`config.mk`:
```
export PLATFORM = sky130hd
export DESIGN_NAME = switch_capture
export DESIGN_NICKNAME = d
export VERILOG_FILES = /design/src/rtl/led_game_pkg.sv /design/src/rtl/switch_debouncer.sv /design/src/rtl/switch_capture.sv
export SDC_FILE = /design/constraint.sdc
export NUM_CORES = 1
export LEC_CHECK = 0
export BUFFER_PORTS_ARGS = -buffer_cell sky130_fd_sc_hd__clkbuf_2
export CORE_UTILIZATION = 63
export DETAILED_ROUTE_END_ITERATION = 12
export HOLD_SLACK_MARGIN = 0.12
export MAX_ROUTING_LAYER = met4
export PLACE_DENSITY = 0.83
export SYNTH_ARGS = -nofsm -noshare
export SYNTH_HDL_FRONTEND = slang
export SYNTH_HIERARCHICAL = 1
export SYNTH_SLANG_ARGS = --single-unit
```
`constraint.sdc`:
```
create_clock -name clock -period 4.83 [get_ports clock]
set_clock_uncertainty 0.15 [all_clocks]
set_input_delay 0.483 -clock clock [delete_from_list [all_inputs] [get_ports clock]]
set_output_delay 0.483 -clock clock [all_outputs]
set_load 0.01 [all_outputs]
```
`src/rtl/led_game_pkg.sv`:
```
// Shared types for the LED game: capture FSM state encoding and the game switch width.
package led_game_pkg;

   localparam int unsigned GAME_WIDTH = 10;

   typedef enum logic [1:0] {
      IDLE    = 2'd0,
      CHECK   = 2'd1,
      HOLD    = 2'd2,
      RELEASE = 2'd3
   } state_t;

endpackage

```
`src/rtl/switch_debouncer.sv`:
```
// Bus-wide two-flop synchroniser followed by a single stability counter; deb only
// follows the synchronised pattern once it has stayed unchanged long enough.
module switch_debouncer
   import led_game_pkg::*;
#(
   parameter int unsigned WIDTH           = GAME_WIDTH,
   parameter int unsigned DEBOUNCE_CYCLES = 50000,
   parameter int unsigned CNT_W           = 16
) (
   input  logic             clock,
   input  logic             reset,
   input  logic [WIDTH-1:0] switch,
   output logic [WIDTH-1:0] deb
);

   localparam logic [CNT_W-1:0] CNT_MAX     = '1;
   localparam logic [CNT_W-1:0] STABLE_LAST = CNT_W'(DEBOUNCE_CYCLES - 1);

   logic [WIDTH-1:0] sync1;
   logic [WIDTH-1:0] sw_s;
   logic [WIDTH-1:0] candidate;
   logic [CNT_W-1:0] cnt;

   // Any change of the synchronised bus restarts the count; the counter parks at max.
   always_ff @(posedge clock or posedge reset) begin
      if (reset) begin
         sync1     <= '0;
         sw_s      <= '0;
         candidate <= '0;
         cnt       <= '0;
         deb       <= '0;
      end else begin
         sync1 <= switch;
         sw_s  <= sync1;
         if (sw_s != candidate) begin
            candidate <= sw_s;
            cnt       <= '0;
         end else begin
            if (cnt != CNT_MAX) begin
               cnt <= cnt + CNT_W'(1);
            end
            if (cnt == STABLE_LAST) begin
               deb <= candidate;
            end
         end
      end
   end

endmodule

```
`src/rtl/switch_capture.sv`:
```
// Switch front end for the LED game: debounce, qualify one press, hold it for the game FSM.
// Build option SWITCH_CAPTURE_ODD_PARITY_EN relaxes qualification from one-hot to odd weight.
module switch_capture
   import led_game_pkg::*;
#(
   parameter int unsigned WIDTH           = GAME_WIDTH,
   parameter int unsigned DEBOUNCE_CYCLES = 50000,
   parameter int unsigned CNT_W           = 16
) (
   input  logic             clock,
   input  logic             reset,
   input  logic [WIDTH-1:0] switch,
   input  logic             ack,
   output logic [WIDTH-1:0] code,
   output logic             valid,
   output logic             err,
   output logic             busy
);

   logic [WIDTH-1:0] deb;
   logic [WIDTH-1:0] snap;
   logic [WIDTH-1:0] snap_nx;
   logic [WIDTH-1:0] code_nx;
   logic             valid_nx;
   logic             err_nx;
   logic             busy_nx;
   logic             qualified_c;
   state_t           state;
   state_t           state_nx;

   switch_debouncer #(
      .WIDTH           (WIDTH),
      .DEBOUNCE_CYCLES (DEBOUNCE_CYCLES),
      .CNT_W           (CNT_W)
   ) u_debouncer (
      .clock  (clock),
      .reset  (reset),
      .switch (switch),
      .deb    (deb)
   );

   // Qualification acts on the pattern frozen when CHECK was entered.
`ifdef SWITCH_CAPTURE_ODD_PARITY_EN
   assign qualified_c = (snap != '0) && (^snap);
`else
   assign qualified_c = (snap != '0) && ((snap & (snap - WIDTH'(1))) == '0);
`endif

   always_comb begin
      state_nx = state;
      snap_nx  = snap;
      code_nx  = code;
      valid_nx = valid;
      err_nx   = 1'b0;
      unique case (state)
         IDLE: begin
            if (deb != '0) begin
               state_nx = CHECK;
               snap_nx  = deb;
            end
         end
         CHECK: begin
            if (qualified_c) begin
               code_nx  = snap;
               valid_nx = 1'b1;
               state_nx = HOLD;
            end else begin
               err_nx   = 1'b1;
               state_nx = RELEASE;
            end
         end
         HOLD: begin
            if (ack) begin
               code_nx  = '0;
               valid_nx = 1'b0;
               state_nx = RELEASE;
            end
         end
         RELEASE: begin
            // No new capture until every switch has debounced low.
            if (deb == '0) begin
               state_nx = IDLE;
            end
         end
         default: state_nx = IDLE;
      endcase
      busy_nx = (state_nx != IDLE);
   end

   always_ff @(posedge clock or posedge reset) begin
      if (reset) begin
         state <= IDLE;
         snap  <= '0;
         code  <= '0;
         valid <= 1'b0;
         err   <= 1'b0;
         busy  <= 1'b0;
      end else begin
         state <= state_nx;
         snap  <= snap_nx;
         code  <= code_nx;
         valid <= valid_nx;
         err   <= err_nx;
         busy  <= busy_nx;
      end
   end

endmodule

```
==> impl_results.md <==
- Placer Congestion: 0.8196
- Setup TNS: 0 ns
- Hold Crit Class: input port to asynchronous set/reset pin
- Worst IR drop on VDD: around 270 uV
- Syn nets: slightly above 300
- Register area: 0.002027 mm2
- Switching pwr: 257.0 uW
- Top post-synthesis cells by count: dfrtp_1 (81), nand2_1 (29), o21ai_0 (20)
- CTS tree: yes
- Int Power: about 950 uW
- Placed insts: between 300 and 400
- CTS Buf Count: 9
- Synth Flop Type: dfrtp_1
- Fill cells: 331
- Clock share of power: 39.8%
- GR Overflow Total: 0
- Slowest cell on the critical path: nor4_1
- I/O pins: 26
- Htree depth: 3
- Critical Path Source Type: flip-flop
- Synth area leader: dfrtp_1
- # nets final: between 300 and 400
- GRT Overall Usage: between 20% and 30%
- Worst path required time: slightly below 5 ns
- Initial Utilization: 67.36%
- Final hold vios: 0
- Netlist cell types: 39
- Crit path kind: flip-flop to flip-flop
- CP arrival: 2.55 ns
- Synth async-reset ratio: 100.0%
- Antenna diodes: 0
- Synth Instances: 289
- Highest net fanout along the worst path: 12
- Top-area cell type share of the netlist area: 61.67%
- Comb pwr share: between 2 and 3%
- Outcome: finished, final reports clean
- Leakage power: 1.758 nW
- Port-buffer cells: 25
- Area growth syn-to-layout: 13.63%
- Slew headroom: 37.74%
- First-pass GRT wire length: 9.087 mm
- Via count: 2177
- Row count: 25
- Synthesized area: 0.003287 mm2
- DR iter-0 viols: 162
- CTS Buffer Depth: 2
- DRC Markers: 0
- Dominant cells by area after synthesis: dfrtp_1 (62%), mux2i_1 (4.0%), xor2_1 (3.5%), mux2_2 (3.4%), nand2_1 (3.3%)
- Yosys warning count: 6
- Wire per inst: 14.20 um
- Footprint of the multi-input gates: 0.001131 mm2
- CP Capture Type: flip-flop
- Largest net degree at the start of global routing: 57
- WL final: 5.567 mm
- Final min period: roughly 2.5 ns
- CP max stage delay: 0.71 ns
- Cell with the most instances after synthesis: dfrtp_1
- Core area: 0.004880 mm2
- Worst path cell trace: or4_1 -> nor4_1 -> nor3_1 -> nand2_1 -> o21ai_0
- Layout cells sized above 1: 17.23%
- Vias in the first global route: between 2000 and 2500
- DIE AREA: approximately 0.0055 mm2
- Hpwl dp: about 3.6 mm
- Routed Antenna Nets: 0
- CTS Root Cell: clkbuf_8
- Final Non-Filler Cells: 392
- Flops & latches, synth: 81
- Cell Pwr Density: 324.5 mW/mm2
- Seq pwr share: 57.5%
- Drt first pass iters: 4
- Clock sinks: 81
- Sequential-to-total area share from yosys stat: 61.67%
- Highest Clock Rate: approximately 400 MHz
- Switching share of total power: 21.21%
- Final Max Tran Viols: 0
- Max_cap viols: 0
- Initial antenna violation count: 0
- Mean Syn Cell Area: ~11 um2
- Final setup fails: 0
- Number of synthesized flops with an enable pin: 0
- Clock slew at reported path FFs: 0.08 ns
- DR vias/cell: 5.554
- Worst Tran Pin Value: 0.9268 ns
- Die X-Extent: 74.23 um
- RSZ-0062 raised after global routing: false
- Final worst path period share: 51.86%
- Die Ht: 74.23 um
- Worst-Skew Late Latency: 0.35 ns
-- cell usage in the layout, fill, tap and decap left out, types with 2 or more instances in the layout --
master,n
mux2i_1,13
nand3_1,9
clkbuf_8,10
nor4_1,5
dlygate4sd3_1,10
dfrtp_1,81
mux2_2,10
and2_1,2
o31ai_1,6
buf_4,2
nand4_1,6
inv_1,14
nor3_1,6
o21ai_0,20
clkbuf_2,25
or4_1,6
nand2_1,29
clkinvlp_4,2
clkinv_2,2
and4_1,2
a21oi_1,12
nor2b_1,2
nor2_1,12
or3_1,7
xor2_1,13
-- per-layer routing --
metal  up-vias  routed length, um  GRT usage [%]  part of all wire, %
met5         -                  0              -                    0
met4         0                133          12.37                  2.4
met3        11                194          4.607                  3.5
met2        66               2701          35.76                   49
met1      1028               2537          30.44                   46
li1       1072                  -              -                    -
-- cell type report --
class,count,area share [%]
clock buffer,11,3.786
clock inverter,5,1.474
inverter,15,1.508
multi-input combinational,176,30.28
sequential,81,54.27
tap,67,2.245
timing repair buffer,37,6.432
-- repair_timing --
action / in CTS / in global routing
buffers inserted: 0 / 0
gates resized for setup: 0 / 0
hold endpoints to repair: 10 / 0
endpoints found under the setup margin: 0 / 0
hold buffers: 10 / 0
-- worst paths after layout --
check / slack [ns] / from / to / cells after the start
setup reg to reg: 2.33 / u_debouncer/deb[4] / snap[6] / 5
setup / recovery: 2.33 / u_debouncer/deb[4] / snap[6] / 5
hold reg to reg: 0.20 / u_debouncer/sync1[6] / u_debouncer/sw_s[6] / 0
hold / removal: 0.14 / reset / u_debouncer/cnt[15] / 3
min in group clock: 0.20 / u_debouncer/sync1[6] / u_debouncer/sw_s[6] / 0
max in group asynchronous: 3.82 / reset / snap[2] / 2
-- cells by family after synthesis --
kind of cell | Yosys count | share of synthesized area, %
and+or+nand+nor | 93 | 14.92
DFF | 81 | 61.67
AOI/OAI and AO/OA | 45 | 7.956
buffers and inverters | 32 | 3.920
muxes | 23 | 7.385
xor gates and xnor gates | 13 | 3.464
adders and majority gates | 2 | 0.6851
-- critical path, delay by kind of cell (launching register included) --
family | cells | cell delay [ns]
flops | 1 | 0.40
compound gates | 1 | 0.08
simple gates | 4 | 1.72
-- registers in the layout (all words and copies together) (netlist names) --
register and cells:
u_debouncer/cnt 16, busy 1, u_debouncer/sw_s 10, state 2
code 10, u_debouncer/deb 10, u_debouncer/sync1 10, snap 10
u_debouncer/candidate 10, err 1, valid 1
-- through the flow --
step                      hold slack, ns  util, %  cell area, um2  power (mW)  worst slack (ns)
after global placement            0.1816    70.46            3438      0.7357             2.489
after floorplan                   0.1812        -            3287      0.7281             2.627
after CTS                         0.1753    76.54            3735       1.222             2.333
after detailed placement          0.1847    70.46            3438      0.7372             2.352
after global routing              0.2036    76.54            3735       1.253             2.186
final                             0.1399    76.54            3735       1.212             2.325
-- power groups by stage --
stage	clock network (mW)	logic [mW]	registers [mW]
6_report	0.483	0.0320	0.697
5_1_grt	0.517	0.0372	0.699
4_1_cts	0.491	0.0329	0.698
3_5_place_dp	0	0.0264	0.711
3_3_place_gp	0	0.0259	0.710
2_1_floorplan	0	0.0191	0.709
Power figures use the tool's default switching activity.
